## src/rtl/accum4_pkg.sv

```systemverilog
// Shared types and constants for the 4-bit accumulator controller.
// Holds the FSM state encoding, the datapath width and the saturation limits.
package accum4_pkg;

   localparam int unsigned ACC_W = 4;

   typedef enum logic [1:0] {
      IDLE = 2'b00,
      ADD  = 2'b01,
      HOLD = 2'b10
   } state_t;

   // Values committed when saturating arithmetic clamps a result
   localparam logic [ACC_W-1:0] SAT_MAX = '1;
   localparam logic [ACC_W-1:0] SAT_MIN = '0;

endpackage

```

## src/rtl/accum4_ctrl.sv

```systemverilog
// Sequential add/subtract wrapper around an external ripple adder.
// Define ACCUM4_SAT_EN for saturating arithmetic; default build wraps around.
module accum4_ctrl
   import accum4_pkg::*;
#(
   parameter int unsigned WIDTH = ACC_W
) (
   input  logic             clk,
   input  logic             rst,
   input  logic             clr,
   input  logic             in_valid,
   output logic             in_ready,
   input  logic [WIDTH-1:0] in_data,
   input  logic             in_sub,
   output logic [WIDTH-1:0] add_a,
   output logic [WIDTH-1:0] add_b,
   output logic             add_cin,
   input  logic [WIDTH-1:0] add_s,
   input  logic             add_cout,
   output logic [WIDTH-1:0] acc,
   output logic             carry,
   output logic             ovf,
   output logic [3:0]       op_cnt,
   output logic             out_valid,
   input  logic             out_ready
);

   state_t           state, state_nx;
   logic [WIDTH-1:0] op_reg, op_reg_nx, acc_nx;
   logic             op_sub, op_sub_nx;
   logic             carry_nx, ovf_nx, op_ovf;
   logic [3:0]       op_cnt_nx;
   logic             in_ready_nx, out_valid_nx;

   // Adder operands come straight from registered state; subtract is A + ~B + 1
   assign add_a   = acc;
   assign add_b   = op_sub ? ~op_reg : op_reg;
   assign add_cin = op_sub;

   always_ff @(posedge clk or posedge rst) begin
      if (rst) state <= IDLE;
      else     state <= state_nx;
   end

   always_comb begin
      state_nx  = state;
      acc_nx    = acc;
      carry_nx  = carry;
      ovf_nx    = ovf;
      op_cnt_nx = op_cnt;
      op_reg_nx = op_reg;
      op_sub_nx = op_sub;
      // Add overflows on carry-out; subtract underflows on a missing carry (borrow)
      op_ovf    = op_sub ? ~add_cout : add_cout;

      if (clr) begin
         state_nx  = IDLE;
         acc_nx    = '0;
         carry_nx  = 1'b0;
         ovf_nx    = 1'b0;
         op_cnt_nx = 4'd0;
         op_reg_nx = '0;
         op_sub_nx = 1'b0;
      end else begin
         unique case (state)
            IDLE: begin
               if (in_valid) begin
                  op_reg_nx = in_data;
                  op_sub_nx = in_sub;
                  state_nx  = ADD;
               end
            end
            ADD: begin
               acc_nx = add_s;
`ifdef ACCUM4_SAT_EN
               if (op_ovf) acc_nx = op_sub ? WIDTH'(SAT_MIN) : WIDTH'(SAT_MAX);
`endif
               carry_nx  = add_cout;
               ovf_nx    = ovf | op_ovf;
               op_cnt_nx = op_cnt + 4'd1;
               state_nx  = HOLD;
            end
            HOLD: begin
               if (out_ready) state_nx = IDLE;
            end
            default: state_nx = IDLE;
         endcase
      end

      in_ready_nx  = (state_nx == IDLE);
      out_valid_nx = (state_nx == HOLD);
   end

   // Datapath and handshake flags, registered alongside the state
   always_ff @(posedge clk or posedge rst) begin
      if (rst) begin
         acc       <= '0;
         carry     <= 1'b0;
         ovf       <= 1'b0;
         op_cnt    <= 4'd0;
         op_reg    <= '0;
         op_sub    <= 1'b0;
         in_ready  <= 1'b1;
         out_valid <= 1'b0;
      end else begin
         acc       <= acc_nx;
         carry     <= carry_nx;
         ovf       <= ovf_nx;
         op_cnt    <= op_cnt_nx;
         op_reg    <= op_reg_nx;
         op_sub    <= op_sub_nx;
         in_ready  <= in_ready_nx;
         out_valid <= out_valid_nx;
      end
   end

endmodule

```

## config.mk

```make
export PLATFORM = sky130hd
export DESIGN_NAME = accum4_ctrl
export DESIGN_NICKNAME = d
export VERILOG_FILES = /design/src/rtl/accum4_pkg.sv /design/src/rtl/accum4_ctrl.sv
export SDC_FILE = /design/constraint.sdc
export NUM_CORES = 1
export LEC_CHECK = 0
export CAP_MARGIN = 20
export CORE_UTILIZATION = 41
export DETAILED_ROUTE_END_ITERATION = 6
export GPL_TIMING_DRIVEN = 0
export PLACE_DENSITY = 0.76
export SYNTH_ARGS = -nofsm -noshare
export SYNTH_HDL_FRONTEND = slang
export SYNTH_SLANG_ARGS = --single-unit
```

## constraint.sdc

```tcl
create_clock -name clk -period 1.42 [get_ports clk]
set_input_delay 0.142 -clock clk [delete_from_list [all_inputs] [get_ports clk]]
set_output_delay 0.142 -clock clk [all_outputs]
set_load 0.01 [all_outputs]
```

==> results.md <==
* Die width at 47.69 µm
* Combinational share of power at 0.220
* Post-synthesis compound-gate area fraction at 0.06433
* Minimum clock period at 1.386 ns
* Final core occ at 0.6665
* Final Net Count at 142
* Design Power at 0.001105 W
* Vias at 717
* Crit end category: output pin
* Critical R2R Launch: state[1]$_DFF_PP0_
* Commonest non-fill, non-tap cells in the layout: clkdlybuf4s50_1 (19), dfrtp_1 (18), nand2_1 (12), a21oi_1 (10)
* Reg clk slew, reported paths at 0.10 ns
* ANT nets after route at 0
* Pwr Density at 845.3 mW/mm²
* Final setup violation count at 0
* Worst-Margin Slew at 0.6921 ns
* CP max FO at 3
* GRT overflow at 0
* Critical Path AT at 1.24 ns
* Internal power at 0.0008156 W
* Number of port buffers at 34
* Leakage at 0.7313 nW
* # H-tree levels at 1
* CTS tree: done
* Crit-path max cell delay at 0.56 ns
* Hold Violations, Final at 0
* Area after DPL at 0.001230 mm²
* Antenna cells at 0
* Most common cell after layout, fill and taps aside: clkdlybuf4s50_1
* Post-route design area at 0.001308 mm²
* Sinks on Clock Net at 19
* FF-to-FF path depth at 4
* Vias in the first global route at 662
* Worst Path Required at 1.28 ns
* Drt wl/cell at 13.18 µm
* First-pass GRT wire length at 2787 µm
* Synth Area per Inst at 10.44 µm²
* Fmax at 0.7217 GHz
* DIE AREA at 0.002274 mm²
* Post-synth cell types at 23
* Post-Synth Adder-Cell Area at 0.01462
* Iter 0 DRT Violations at 4
* Synth Area in XOR/XNOR at 0.07164
* Drt drc at 0
* Hold Path Cell Cnt at 2
* Worst Hold End: out_valid$_DFF_PP0_
* Via density at 4.717
* Post-Synth Simple-Gate Area at 0.1623
* Flops & latches, synth at 19
* Syn_nets at 98
* Worst reg2reg endpoint: op_cnt[3]$_DFFE_PP0P_
* Crit-path slowest cell: clkdlybuf4s50_1
* DRT Pass-1 Iters at 4
* Cell area after synthesis at 855.8 µm²
* Slew Viols, Final at 0
* Final WL at 2004 µm
* Clock latency on the worst-skew pair at 0.30 ns
* R2r setup slk at 0.09 ns
* Final worst path period share at 0.9758
* Sw frac at 0.2620
* Status: finished, final reports clean
* Initial antenna violation count at 0
* Area delta synth->final at 52.78%
* Share of cells above drive strength 1 at 0.1760
* Fillers at 186
* CTS Root Cell: clkbuf_4
* TNS Setup at 0 ns
* WS Path Type: flop to output pin
* Synth Instances at 82
* All-Layer GR Usage at 0.1853
* Initial core utilization at 0.4362
* Setup Skew at 0.003172 ns
* Switching power at 0.0002896 W
* WP buf/inv at 1
* Worst vdd ir at 930.4 µV
* Core area at 0.001962 mm²
* Sequential area share after synthesis at 0.5570
* Die H at 47.69 µm
* CTS Hold Bufs at 0
* Max Buffers Root-to-Sink at 2
* Yosys warning count at 0
* Critical path depth at 1
* Dpl hpwl at 1432 µm
* Crit-path leading delay family: buffers and inverters
* Cell count after placement at 143
* Post-Layout Cell Count at 152
* Crit-path cells: clkdlybuf4s50_1
* Max Cap Violations at 0
* Largest net degree at the start of global routing at 20
* Placer Congestion at 0.7855
* Hold Crit Start: clr
* I/O Pins at 36
* Crit path launch type: flop
* Hold crit path type: primary input to flop
* Clock Power Share at 0.242
* # rows at 16
* Relative slew slack at 0.5381
* Post-synthesis mux area share at 0.05848
* Largest family of logic cells by synthesized area: simple AND/OR/NAND/NOR gates
* Sequential share of power at 0.537
* TritonCTS buffer count at 3
==> area by class of cell <==
cell class,instances,area [µm²],area share
multi-input cells,53,331.6,0.2536
repair buffers,39,366.6,0.2804
inverters,1,3.754,0.002871
well taps,27,33.78,0.02584
flip-flops and latches,19,476.7,0.3646
plain buffers,9,68.82,0.05263
clock buffers,4,26.28,0.02010
==> synth_stat cells, drive strengths merged <==
| cell | number | area [µm²] |
|---|---|---|
| dfrtp | 18 | 450.4 |
| nand2 | 12 | 45.04 |
| a21oi | 10 | 50.05 |
| nor2 | 9 | 33.78 |
| buf | 6 | 46.29 |
| xor2 | 6 | 52.55 |
| mux2i | 5 | 50.05 |
| clkbuf | 3 | 11.26 |
| and2b | 1 | 7.510 |
| dfstp | 1 | 26.28 |
| ha | 1 | 12.51 |
| inv | 1 | 3.750 |
| nand2b | 1 | 6.260 |
| nand3 | 1 | 5.000 |
| nand3b | 1 | 7.510 |
| nor2b | 1 | 6.260 |
| nor3b | 1 | 12.51 |
| o21ai | 1 | 5.000 |
| or3 | 1 | 6.260 |
| or3b | 1 | 8.760 |
| xnor2 | 1 | 8.760 |
==> metrics by stage <==
step	worst slack, ns	hold slack, ns
after CTS	0.000004219	0.2333
after global routing	-0.008018	0.2776
after floorplan	0.1998	0.09239
final	0.03442	0.2329
after detailed placement	-0.1643	0.5031
after global placement	-0.1312	0.4953
==> kinds of logic after synthesis <==
kind of cell | after synthesis
buf+inv | 10
flops | 19
xor+xnor | 7
mux | 5
simple gates | 29
fa+ha+maj | 1
compound gates | 11
==> metal layers <==
metal / routed length [µm] / track usage / up-vias
met5: 0 / 0 / -
met4: 34 / 0.08333 / 0
met3: 90 / 0.05660 / 4
met2: 1047 / 0.3135 / 23
met1: 832 / 0.2155 / 345
li1: - / - / 345
==> repair_timing <==
action,in CTS,in global routing
resized for setup,20,13
endpoints found under the setup margin,10,15
buffers inserted,2,3
==> power by group through the flow <==
stage	clock network (W)	registers (W)	logic (W)
2_1_floorplan	0	0.000609	0.000108
3_3_place_gp	0	0.000602	0.000243
3_5_place_dp	0	0.000604	0.000248
5_1_grt	0.000305	0.000596	0.000267
4_1_cts	0.000282	0.000591	0.000250
6_report	0.000268	0.000594	0.000244
==> how the worst max path moves through the flow <==
stage | start | endpoint
after floorplan | state[0]$_DFF_PP0_ | add_cin$_DFFE_PP0P_
after global placement | add_cin$_DFFE_PP0P_ | add_b[2]
after detailed placement | in_valid | op_reg[2]$_DFFE_PP0P_
after CTS | add_cin$_DFFE_PP0P_ | add_b[1]
after global routing | op_cnt[3]$_DFFE_PP0P_ | op_cnt[3]
final | op_cnt[3]$_DFFE_PP0P_ | op_cnt[3]
No activity file was read; power rests on OpenSTA's default activity.
